## config.mk

```make
export PLATFORM = sky130hd
export DESIGN_NAME = piano_key_render
export DESIGN_NICKNAME = d
export VERILOG_FILES = /design/src/rtl/piano_pkg.sv /design/src/rtl/piano_key_fade.sv /design/src/rtl/piano_key_render.sv
export SDC_FILE = /design/constraint.sdc
export NUM_CORES = 1
export LEC_CHECK = 0
export CELL_PAD_IN_SITES_DETAIL_PLACEMENT = 1
export CELL_PAD_IN_SITES_GLOBAL_PLACEMENT = 1
export CORE_MARGIN = 4
export CORE_UTILIZATION = 40
export CTS_CLUSTER_DIAMETER = 80
export CTS_CLUSTER_SIZE = 25
export DETAILED_ROUTE_END_ITERATION = 12
export PLACE_DENSITY_LB_ADDON = 0.1
export SETUP_SLACK_MARGIN = 0.1
export SYNTH_ARGS = -nofsm -noshare
export SYNTH_HDL_FRONTEND = slang
export SYNTH_SLANG_ARGS = --single-unit
```

## constraint.sdc

```tcl
create_clock -name CLK -period 2.39 [get_ports CLK]
set_input_delay 0.478 -clock CLK [delete_from_list [all_inputs] [get_ports CLK]]
set_output_delay 0.478 -clock CLK [all_outputs]
set_load 0.01 [all_outputs]
```

## src/rtl/piano_pkg.sv

```systemverilog
// rtl/piano_pkg.sv - shared geometry, colour and fade-level constants for the piano key renderer
package piano_pkg;
   localparam int KEY_W   = 80;
   localparam int N_KEYS  = 16;
   localparam int KB_TOP  = 769;
   localparam int LEVEL_W = 4;

   localparam logic [LEVEL_W-1:0] LEVEL_MAX = '1;

   typedef struct packed {
      logic [3:0] r;
      logic [3:0] g;
      logic [3:0] b;
   } rgb_t;

   localparam rgb_t COLOR_BLACK  = 12'h000;
   localparam rgb_t COLOR_BORDER = 12'h222;
endpackage

```

## src/rtl/piano_key_fade.sv

```systemverilog
// rtl/piano_key_fade.sv - per-key fade level: full while held, one step down per frame once released
module piano_key_fade
   import piano_pkg::*;
(
   input  logic               CLK,
   input  logic               RST_N,
   input  logic               held,
   input  logic               frame_tick,
   output logic [LEVEL_W-1:0] level
);

   // Held beats the frame tick so a press on a vsync edge still lands at full level.
   always_ff @(posedge CLK or negedge RST_N) begin
      if (!RST_N) begin
         level <= '0;
      end else if (held) begin
         level <= LEVEL_MAX;
      end else if (frame_tick && (level != '0)) begin
         level <= level - LEVEL_W'(1);
      end
   end

endmodule

```

## src/rtl/piano_key_render.sv

```systemverilog
// rtl/piano_key_render.sv - keyboard band renderer with per-key fade, two-stage pixel pipeline
module piano_key_render #(
   parameter int KEY_W  = piano_pkg::KEY_W,
   parameter int N_KEYS = piano_pkg::N_KEYS,
   parameter int KB_TOP = piano_pkg::KB_TOP
) (
   input  logic              CLK,
   input  logic              RST_N,
   input  logic [10:0]       xpos,
   input  logic [10:0]       ypos,
   input  logic              hsync_in,
   input  logic              vsync_in,
   input  logic [N_KEYS-1:0] key_down,
   output logic              VGA_HSYNC,
   output logic              VGA_VSYNC,
   output logic [3:0]        VGA_RED,
   output logic [3:0]        VGA_GREEN,
   output logic [3:0]        VGA_BLUE
);
   import piano_pkg::*;

   localparam int COL_W  = (KEY_W  > 1) ? $clog2(KEY_W)  : 1;
   localparam int KEY_IW = (N_KEYS > 1) ? $clog2(N_KEYS) : 1;

   localparam logic [COL_W-1:0]  COL_LAST = COL_W'(KEY_W - 1);
   localparam logic [KEY_IW-1:0] KEY_LAST = KEY_IW'(N_KEYS - 1);
   localparam logic [10:0]       KB_TOP_Y = 11'(KB_TOP);

   logic [COL_W-1:0]   col, col_next;
   logic [KEY_IW-1:0]  key, key_next;
   logic               vs_prev;
   logic               frame_tick;
   logic [LEVEL_W-1:0] level [N_KEYS];

   logic [10:0]        x1, y1;
   logic               hs1, vs1;
   logic [LEVEL_W-1:0] lvl1;
   rgb_t               colour;

   assign frame_tick = vsync_in & ~vs_prev;

   for (genvar i = 0; i < N_KEYS; i++) begin : g_fade
      piano_key_fade u_fade (
         .CLK        (CLK),
         .RST_N      (RST_N),
         .held       (key_down[i]),
         .frame_tick (frame_tick),
         .level      (level[i])
      );
   end

   // Column/key counter replaces a divide by KEY_W; xpos==1 restarts the line.
   always_comb begin
      col_next = col;
      key_next = key;
      if (xpos == 11'd1) begin
         col_next = '0;
         key_next = '0;
      end else if (xpos > 11'd1) begin
         if (col == COL_LAST) begin
            col_next = '0;
            if (key != KEY_LAST) begin
               key_next = key + KEY_IW'(1);
            end
         end else begin
            col_next = col + COL_W'(1);
         end
      end
   end

   // Stage 1: position, syncs, counter and the key's level captured together.
   always_ff @(posedge CLK or negedge RST_N) begin
      if (!RST_N) begin
         col     <= '0;
         key     <= '0;
         vs_prev <= 1'b0;
         x1      <= '0;
         y1      <= '0;
         hs1     <= 1'b0;
         vs1     <= 1'b0;
         lvl1    <= '0;
      end else begin
         col     <= col_next;
         key     <= key_next;
         vs_prev <= vsync_in;
         x1      <= xpos;
         y1      <= ypos;
         hs1     <= hsync_in;
         vs1     <= vsync_in;
         lvl1    <= level[key_next];
      end
   end

   always_comb begin
      colour = COLOR_BLACK;
      if ((x1 == '0) || (y1 == '0)) begin
         colour = COLOR_BLACK;
      end else if (y1 < KB_TOP_Y) begin
         colour = COLOR_BLACK;
      end else if ((col == '0) || (y1 == KB_TOP_Y)) begin
         colour = COLOR_BORDER;
      end else begin
         colour.r = 4'hF;
         colour.g = LEVEL_MAX - lvl1;
         colour.b = LEVEL_MAX - lvl1;
      end
   end

   // Stage 2: registered outputs.
   always_ff @(posedge CLK or negedge RST_N) begin
      if (!RST_N) begin
         VGA_HSYNC <= 1'b0;
         VGA_VSYNC <= 1'b0;
         VGA_RED   <= '0;
         VGA_GREEN <= '0;
         VGA_BLUE  <= '0;
      end else begin
         VGA_HSYNC <= hs1;
         VGA_VSYNC <= vs1;
         VGA_RED   <= colour.r;
         VGA_GREEN <= colour.g;
         VGA_BLUE  <= colour.b;
      end
   end

endmodule
```

Yosys cells after proc, flatten, opt, wreduce, memory -nomap -nowiden:

Cells that the tools add are included.

* flip-flop bits (word level): 117
* word-level logic and storage cells: 156
* input bits: 42
* output and inout bits: 14

* muxes and demuxes: 45
* bitwise operators: 3
* magnitude comparators: 3
* equality and inequality tests: 4
* $add $sub $neg: 19
* reduce and logical (&&, ||, !) cells: 54

Operators by type and width (count)
* 4-bit 2-to-1 mux: 38
* 4-bit nonzero test: 16
* 4-bit by 1-bit subtractor with 4-bit output, second input constant: 16
* 12-bit 2-to-1 mux: 3
* 2-bit nonzero test: 17
* 11-bit logical NOT: 2
* 7-bit 2-to-1 mux: 3
* 4-bit binary-select mux with 4-bit select: 1
* 1-bit logical AND: 16
* 11-bit by 1-bit == test with 1-bit output, second input constant: 1
* 11-bit by 10-bit == test with 1-bit output, second input constant: 1
* 11-bit by 1-bit > comparator with 1-bit output, second input constant: 1
* 11-bit by 10-bit < comparator with 1-bit output, second input constant: 1
* 7-bit by 1-bit adder with 7-bit output, second input constant: 1
* 7-bit == test, second input constant: 1
* 7-bit logical NOT: 1
* 5-bit >= comparator, second input constant: 1
* 4-bit NOT with 5-bit output: 1
* 4-bit by 1-bit adder with 4-bit output, second input constant: 1
* 4-bit != test, second input constant: 1
* 4-bit subtractor, first input constant: 1
* 1-bit logical OR: 2
* 1-bit bitwise AND: 1
* 1-bit NOT: 1

Longest topological paths before layout:

Gate-level depths: netlist of run 1.

* depth in word-level cells: 9
* gate-level depth with buffers: 12
* mapped depth without buffers: 10

Cells and area by module:

From an unflattened synthesis of run 1, not the netlist that was laid out.

* cells, all modules: 585
* area, all modules: 6033.3 um^2

By module, submodules not included
* piano_key_fade: area each 219.0 um^2, instances 16, sequential area each 100.1 um^2, cells each 21
* piano_key_render: area each 2529.9 um^2, instances 1, sequential area each 1176.1 um^2, cells each 249

Worst setup path after synthesis of run 1:

OpenSTA, ideal clock, no wires.

* path type: reg2reg
* from: register col[0]
* to: register lvl1[1]
* period minus slack after synthesis: 2.304 ns
* path buffers: 2
* cell stages (with the launch flop): 13
* slack: 0.086 ns
* arrival time: 2.200 ns
* required time: 2.286 ns
* library setup time: 0.104 ns
* cells stage by stage: dfrtp_1 > ha_1 > and3_1 > and3_4 > and4b_1 > a211o_1 > buf_4 > inv_4 > buf_6 > nand2_1 > o22ai_1 > o21ai_1 > o311ai_1

* word-level cells in the longest chain between the ends: 8

Ends and longest elaborated chain
* start, declared: RTL line piano_key_render.sv:29 `logic [COL_W-1:0] col, col_next;`
* start signal, assigned: RTL line piano_key_render.sv:83 `col <= col_next;`
* 7-bit == test: RTL line piano_key_render.sv:60 `if (col == COL_LAST) begin`
* 4-bit 2-to-1 mux: RTL line piano_key_render.sv:60
* 4-bit 2-to-1 mux: RTL line piano_key_render.sv:59 `end else if (xpos > 11'd1) begin`
* 4-bit 2-to-1 mux: RTL line piano_key_render.sv:56 `if (xpos == 11'd1) begin`
* via key_next[3]: RTL line piano_key_render.sv:30 `logic [KEY_IW-1:0] key, key_next;`
* 4-bit NOT with 5-bit output (implied by the code): RTL line piano_key_render.sv:90 `lvl1 <= level[key_next];`
* 4-bit binary-select mux with 4-bit select: RTL line piano_key_render.sv:90
* 4-bit 2-to-1 mux (implied by the code) (2 in series): RTL line piano_key_render.sv:90
* end signal, assigned: RTL line piano_key_render.sv:90
* end, declared: RTL line piano_key_render.sv:37 `logic [LEVEL_W-1:0] lvl1;`

The timed path passes the listed nets, and every way through them passes these cells. The select of a mux whose other input is x is not followed.
A chain may end at the register's enable or synchronous reset.

Final worst setup path of run 1:

* from: register col[0]
* to: register lvl1[3]

* word-level cells in the longest chain between the ends: 8

Ends and longest elaborated chain (RTL line)
* 7-bit == test: piano_key_render.sv:60
* 4-bit 2-to-1 mux: piano_key_render.sv:60
* 4-bit 2-to-1 mux: piano_key_render.sv:59
* 4-bit 2-to-1 mux: piano_key_render.sv:56
* 4-bit NOT with 5-bit output (implied by the code): piano_key_render.sv:90
* 4-bit binary-select mux with 4-bit select: piano_key_render.sv:90
* 4-bit 2-to-1 mux (implied by the code) (2 in series): piano_key_render.sv:90

Every way passes these cells. The select of a mux whose other input is x is not followed.

==> results.md, run 1 <==
| Quantity | Value | Unit |
|:---|:---|:---|
| Status | completed | - |
| P&R area growth vs syn | 26.2 | % |
| Async set-reset flop share out of synthesis | 100 | % |
| Total clock sinks | 111 | - |
| Worst-case clock skew | 0.00667 | ns |
| Final setup fails | 0 | - |
| Maximum buffer depth of the clock tree | 2 | - |
| Dpl hpwl | 10,400 | µm |
| Total inserted antenna cells | 0 | - |
| Core box area | 13,500 | µm² |
| Remaining Overflow, GRT | 0 | - |
| Syn Std Cell Area | 5590 | µm² |
| Detailed-route DRC error count | 0 | - |
| Critical path class | reg -> reg | - |
| CP endpoint kind | register | - |
| Max-slew violation total from the final report | 0 | - |
| Port Buffers | 55 | - |
| Total routing resource utilization after global routing | 19.5 | % |
| Synth top area cells | sky130_fd_sc_hd__dfrtp_1 (50%), sky130_fd_sc_hd__ha_1 (4.3%), sky130_fd_sc_hd__nand2_1 (4.0%) | - |
| Total clock buffers created by CTS | 9 | - |
| Via Count | 4,478 | - |
| List of most frequent post-synthesis cells | sky130_fd_sc_hd__dfrtp_1 (111), sky130_fd_sc_hd__nand2_1 (59), sky130_fd_sc_hd__inv_1 (40) | - |
| Pin count of the biggest net entering global routing | 45 | - |
| Effective utilization at floorplan | 41.6 | % |
| Power per standard cell area | 701 | nW/µm² |
| Quantity of hold-fixing buffers added after cts | 0 | - |
| Number of cells after detailed placement | 808 | - |
| Routed wire length per instance | 17.5 | µm |
| RSZ-0062 raised after global routing | yes | - |
| Vias in the first global route | 4,887 | - |
| Wire length of the first global-routing pass | 25,200 | µm |
| Flip-flop and latch count after synthesis | 111 | - |
| Worst setup margin | 0.0250 | ns |
| Finished Layout Cells | 840 | - |
| Arrival time at the worst endpoint | 2.61 | ns |
| Worst slack at placement | -0.537 | ns |
| Most frequent cell after synthesis | sky130_fd_sc_hd__dfrtp_1 | - |
| Filler cell count in the final layout | 1,520 | - |
| Sequential-to-total area share from yosys stat | 49.7 | % |
| Routed wl met3 | 613 | µm |
| Top-area cell type share of the netlist area | 49.7 | % |
| Initial antenna violation count | 0 | - |
| Gate count of the mapped netlist | 565 | - |
| Layout cell share with drive strength beyond 1 | 14.2 | % |
| Vertical die dimension | 126 | µm |
| Relative max-transition margin | 67.5 | % |
| Floorplan row count | 42 | - |
| Cell type with the highest aggregate area in the netlist | sky130_fd_sc_hd__dfrtp_1 | - |
| CTS root buffer | sky130_fd_sc_hd__clkbuf_16 | - |
| Pin slew with the least headroom to its limit | 0.487 | ns |
| Min cycle time layout | 2.36 | ns |
| Detailed-routed wire length on met2 | 7170 | µm |
| Most used flip-flop cell after synthesis | sky130_fd_sc_hd__dfrtp_1 | - |
| Final number of hold-violating endpoints | 0 | - |
| Startpoint type of the worst setup path | register | - |
| Yosys warning total | 0 | - |
| Chip Width | 126 | µm |
| Via density per instance | 5.33 | - |
| First-pass DRT Iterations | 4 | - |
| DRT antenna net count | 0 | - |
| Fin crit share | 99.0 | % |
| Lkg Pwr | 0.00310 | µW |
| Clk slew on worst S/H paths | 0.08 | ns |
| Data required time at the worst endpoint | 2.64 | ns |
| Number of flops mapped to enable cells by yosys | 0 | - |
| Clk_lat worst skew | 0.37 | ns |
| CTS tree | yes | - |
| Nets in the synthesized netlist | 626 | - |
| Post-layout net count | 720 | - |
| Synthesized area per cell | 9.89 | µm² |
| Number of top-level pins | 56 | - |
| Count of distinct cell types in the synthesized netlist | 48 | - |
| Placer's final routability congestion estimate | 0.809 | - |
| Maximum VDD drop | 386 | µV |
| Highest layer used for signal routing | met4 | - |
| Max Fclk | 0.423 | GHz |
| Maximum Capacitance Violations | 0 | - |
| Sum of routed wire length over all layers | 14,700 | µm |
| Violation count after the first detailed-route iteration | 206 | - |
| Floorplan die area | 15,900 | µm² |
| Depth of the CTS H-tree | 3 | - |
| DRT met1 WL | 6660 | µm |
| Worst min path class | in -> async | - |
| Maximum fanout along the worst path | 4 | - |
## where the power goes
part / leakage, µW / switching [µW] / internal (µW)
clock network: 0.000140 / 756 / 728
logic: 0.00182 / 607 / 654
registers: 0.00114 / 156 / 2040
total: 0.00310 / 1520 / 3430
## worst max-delay path: stages (launching register included)
cell	delay (ns)
sky130_fd_sc_hd__dfrtp_1	0.39
sky130_fd_sc_hd__ha_2	0.20
sky130_fd_sc_hd__and3_4	0.19
sky130_fd_sc_hd__and3_4	0.20
sky130_fd_sc_hd__and4b_1	0.18
sky130_fd_sc_hd__a211o_4	0.39
sky130_fd_sc_hd__buf_6	0.15
sky130_fd_sc_hd__mux2i_2	0.19
sky130_fd_sc_hd__mux2i_1	0.10
sky130_fd_sc_hd__o22ai_1	0.22
sky130_fd_sc_hd__a211oi_2	0.05
## state kept, by name, indices dropped and copies added (netlist names)
| name | flops |
|---|---|
| VGA_BLUE | 4 |
| x1 | 11 |
| key | 4 |
| g_fade.u_fade.level | 64 |
| y1 | 11 |
| VGA_VSYNC | 1 |
| vs1 | 1 |
| col | 7 |
| lvl1 | 4 |
| hs1 | 1 |
| VGA_RED | 2 |
| VGA_HSYNC | 1 |
## logic make-up (layout without fill, tap and decap cells)
family	Yosys count	after routing	share of synthesized area [%]
AND/OR/NAND/NOR	204	204	18.9
AO/OA/AOI/OAI	125	125	14.4
flip-flops	111	111	49.7
buffers and inverters	63	162	5.48
XOR/XNOR	22	22	3.45
multiplexers	21	21	3.76
adder cells (fa/ha/maj)	19	19	4.25
## path summary, 6_finish.rpt
kind / from / end / slack, ns / depth (start not counted)
max: col[0]$_DFFE_PN0P_ / lvl1[3]$_DFF_PN0_ / 0.03 / 10
min: RST_N / y1[1]$_DFF_PN0_ / 0.06 / 1
max reg2reg: col[0]$_DFFE_PN0P_ / lvl1[3]$_DFF_PN0_ / 0.03 / 10
min reg2reg: hs1$_DFF_PN0_ / VGA_HSYNC$_DFF_PN0_ / 0.38 / 0
max in group asynchronous: RST_N / g_fade[8].u_fade.level[0]$_DFFE_PN0P_ / 1.71 / 2
min in group CLK: hs1$_DFF_PN0_ / VGA_HSYNC$_DFF_PN0_ / 0.38 / 0
## cells in the final DEF (no fill, tap or decap), drive strengths merged, types with 4 or more instances in the layout
cell / netlist / layout
or2: 7 / 7
buf: 15 / 48
o21bai: 11 / 11
nand3: 9 / 9
dfrtp: 111 / 111
and3: 16 / 16
o211ai: 4 / 4
dlygate4sd2: 0 / 8
nand2b: 33 / 33
clkdlybuf4s50: 0 / 46
a211o: 17 / 17
nor3: 15 / 15
inv: 43 / 46
nand2: 59 / 59
xnor2: 22 / 22
ha: 19 / 19
mux2i: 21 / 21
o22ai: 7 / 7
a21oi: 35 / 35
nor4: 10 / 10
a31oi: 10 / 10
o21ai: 29 / 29
clkbuf: 5 / 9
nor2: 34 / 34
nor3b: 10 / 10
## per-stage QoR
step	power, µW	hold WS [ns]	area [µm²]	setup TNS (ns)	utilization, %
after floorplan	2850	0.182	5590	0	-
after global placement	3290	0.335	6520	-1.90	48.5
after detailed placement	3350	0.358	6520	-2.25	48.5
after CTS	4970	0.0775	6990	0	52.0
after global routing	5260	0.0860	7050	-0.264	52.4
final	4950	0.0621	7050	0	52.4
## timing repair
action / CTS / global route
setup endpoints to repair: 4 / 4
pin swaps: 14 / 4
setup buffers: 10 / 4
gates resized for setup: 22 / 9
cloned: 2 / 0
## final cells by class
cell class,count,area [µm²],area share (%)
clock buffer,9,225,3.19
clock inverter,7,63.8,0.905
inverter,43,169,2.39
multi-input combinational,391,2590,36.7
sequential,111,2780,39.4
tap,176,220,3.12
timing repair buffer,102,1000,14.2
timing repair inverter,1,7.51,0.106
## routing by layer
layer | global-route usage [%] | vias to the layer above
met5 | 0 | -
met4 | 5.49 | 0
met3 | 4.87 | 14
met2 | 32.6 | 79
met1 | 25.2 | 2226
li1 | - | 2159
(Power assumes the default switching activity.)
==> run 2: changes to the inputs <==
- SKIP_LAST_GASP: default -> 1
==> run 2 against run 1 <==
- register-to-register slack barely moved
- total power down 0.21%
- largest cell class unchanged
- largest power group unchanged
- count of clock-buffer cells in the layout unchanged
- critical path type unchanged
- clock skew about the same
- flip-flop and latch count stayed put
==> results.md, run 2 (same netlist as run 1, synthesis figures left out) <==
| Quantity | Value | Unit | vs previous |
|:---|:---|:---|:---|
| Arrival time at the worst endpoint | 2.62 | ns | was 2.61 ns |
| First-pass DRT Iterations | 4 | - | unchanged |
| Leading registers by flop count | g_fade.u_fade.level x64, x1 x11, y1 x11 | - | unchanged |
| Number of top-level pins | 56 | - | unchanged |
| Pin slew with the least headroom to its limit | 0.487 | ns | about the same |
| Detailed-route DRC error count | 0 | - | unchanged |
| Number of cells after detailed placement | 808 | - | unchanged |
| Number of flip-flops under the largest register name | 64 | - | unchanged |
| Routed wire length per instance | 17.4 | µm | was 17.5 µm |
| Critical path cell sequence | ha_2, and3_4, and3_4, and4b_1, a211o_4, buf_6, mux2i_2, mux2i_1, o22ai_1, a211oi_2 | - | unchanged |
| Data required time at the worst endpoint | 2.64 | ns | about the same |
| Multi-input gate area in the final layout | 2580 | µm² | was 2590 µm² |
| P&R area growth vs syn | 26.1 | % | was 26.2% |
| Tot Pwr | 4940 | µW | was 4950 µW |
| Leading cell type in the layout, fill and taps excluded | sky130_fd_sc_hd__dfrtp_1 | - | unchanged |
| Layout cell share with drive strength beyond 1 | 13.9 | % | was 14.2% |
| Pin count of the biggest net entering global routing | 45 | - | unchanged |
| Maximum Capacitance Violations | 0 | - | unchanged |
| Effective utilization at floorplan | 41.6 | % | unchanged |
| Total routing resource utilization after global routing | 19.5 | % | unchanged |
| Register area | 2780 | µm² | unchanged |
| Via density per instance | 5.35 | - | was 5.33 |
| DRT antenna net count | 0 | - | unchanged |
| Post-route design area | 7050 | µm² | about the same |
| Remaining Overflow, GRT | 0 | - | unchanged |
| Critical path class | reg -> reg | - | unchanged |
| Fin crit share | 98.9 | % | was 99.0% |
| CTS root buffer | sky130_fd_sc_hd__clkbuf_16 | - | unchanged |
| Maximum VDD drop | 387 | µV | was 386 µV |
| Vertical die dimension | 126 | µm | unchanged |
| Post-layout net count | 720 | - | unchanged |
| Lkg Pwr | 0.00310 | µW | about the same |
| Initial antenna violation count | 0 | - | unchanged |
| CP endpoint kind | register | - | unchanged |
| Setup Total Neg Slack | 0 | ns | unchanged |
| Floorplan row count | 42 | - | unchanged |
| Worst path slowest cell | sky130_fd_sc_hd__dfrtp_1 | - | unchanged |
| Biggest register | g_fade.u_fade.level | - | unchanged |
| Dpl hpwl | 10,400 | µm | unchanged |
| Core box area | 13,500 | µm² | unchanged |
| Maximum buffer depth of the clock tree | 2 | - | unchanged |
| Violation count after the first detailed-route iteration | 221 | - | was 206 |
| Max-slew violation total from the final report | 0 | - | unchanged |
| Wire length of the first global-routing pass | 25,200 | µm | unchanged |
| Total clock sinks | 111 | - | unchanged |
| Cell mode on critical path | sky130_fd_sc_hd__and3_4 | - | unchanged |
| Chip Width | 126 | µm | unchanged |
| Total clock buffers created by CTS | 9 | - | unchanged |
| Relative max-transition margin | 67.5 | % | about the same |
| RSZ-0062 raised after global routing | yes | - | unchanged |
| CTS tree | yes | - | unchanged |
| Startpoint type of the worst setup path | register | - | unchanged |
| Quantity of hold-fixing buffers added after cts | 0 | - | unchanged |
| Final setup fails | 0 | - | unchanged |
| Via Count | 4,498 | - | was 4,478 |
| Vias in the first global route | 4,887 | - | unchanged |
| Final number of hold-violating endpoints | 0 | - | unchanged |
| Worst min path class | in -> async | - | unchanged |
| Finished Layout Cells | 840 | - | unchanged |
| Filler cell count in the final layout | 1,519 | - | was 1,520 |
| Status | completed | - | unchanged |
| Clk slew on worst S/H paths | 0.08 | ns | about the same |
| Max Fclk | 0.423 | GHz | about the same |
| Worst-case clock skew | 0.00669 | ns | was 0.00667 ns |
| Power per standard cell area | 701 | nW/µm² | about the same |
| Sum of routed wire length over all layers | 14,600 | µm | was 14,700 µm |
| Top library cells by usage in the layout, fill and taps aside | sky130_fd_sc_hd__dfrtp_1 (111), sky130_fd_sc_hd__nand2_1 (58), sky130_fd_sc_hd__clkdlybuf4s50_1 (46) | - | unchanged |
| Port Buffers | 55 | - | unchanged |
| Min cycle time layout | 2.36 | ns | about the same |
| Placer's final routability congestion estimate | 0.809 | - | unchanged |
| Clk_lat worst skew | 0.37 | ns | about the same |
| Depth of the CTS H-tree | 3 | - | unchanged |
| Maximum fanout along the worst path | 4 | - | unchanged |
| Total inserted antenna cells | 0 | - | unchanged |
| Floorplan die area | 15,900 | µm² | unchanged |
| Slowest stage delay, CP | 0.39 | ns | about the same |
| Placed cell area | 6520 | µm² | unchanged |
run 2: cell counts in the layout (fill, tap and decap cells not counted):
No cell type changed its count.
run 2: critical path, delay by kind of cell (launching register included):
family,cells,cell delay [ns]
buffers and inverters,1,0.15
adder cells (fa/ha/maj),1,0.20
flip-flops,1,0.39
AND/OR/NAND/NOR,3,0.57
AO/OA/AOI/OAI,3,0.66
multiplexers,2,0.30
run 2: repair_timing:
action | CTS | global route
gates cloned | 2 | 0
setup buffers | 10 | 4
endpoints found under the setup margin | 4 | 4
pin swaps | 14 | 4
resized for setup | 22 | 6
run 2: final timing paths:
| check | startpoint | end | slack [ns] | depth (start not counted) |
|---|---|---|---|---|
| max reg2reg | col[0]$_DFFE_PN0P_ | lvl1[3]$_DFF_PN0_ | 0.03 | 10 |
| max | col[0]$_DFFE_PN0P_ | lvl1[3]$_DFF_PN0_ | 0.03 | 10 |
| min in group CLK | hs1$_DFF_PN0_ | VGA_HSYNC$_DFF_PN0_ | 0.38 | 0 |
| min reg2reg | hs1$_DFF_PN0_ | VGA_HSYNC$_DFF_PN0_ | 0.38 | 0 |
| max in group asynchronous | RST_N | g_fade[8].u_fade.level[0]$_DFFE_PN0P_ | 1.71 | 2 |
| min | RST_N | y1[1]$_DFF_PN0_ | 0.06 | 1 |
run 2: where the power goes:
group | internal [µW] | total [µW] | switching (µW)
clock | 728 | 1490 | 757
sequential | 2040 | 2200 | 155
combinational | 648 | 1250 | 602
total | 3420 | 4940 | 1520
run 2: metal layers:
layer / global-route usage, % / up-vias / routed length [µm]
met5: 0 / - / 0
met4: 5.49 / 0 / 251
met3: 4.87 / 18 / 555
met2: 32.6 / 82 / 7170
met1: 25.2 / 2242 / 6670
li1: - / 2156 / -
run 2: layout make-up:
cell class | instances | area share [%]
clock buffer | 9 | 3.20
inverter | 43 | 2.40
multi-input combinational | 391 | 36.6
tap | 176 | 3.12
sequential | 111 | 39.4
clock inverter | 7 | 0.906
timing repair buffer | 102 | 14.3
timing repair inverter | 1 | 0.107
run 2: stage by stage:
step | worst slack [ns] | hold WS, ns | util [%]
finish | 0.0254 | 0.0632 | 52.4
global route | -0.109 | 0.0860 | 52.4
CTS | 0.0280 | 0.0775 | 52.0
detailed placement | -0.537 | 0.358 | 48.5
global placement | -0.481 | 0.335 | 48.5
floorplan | 0.102 | 0.182 | -
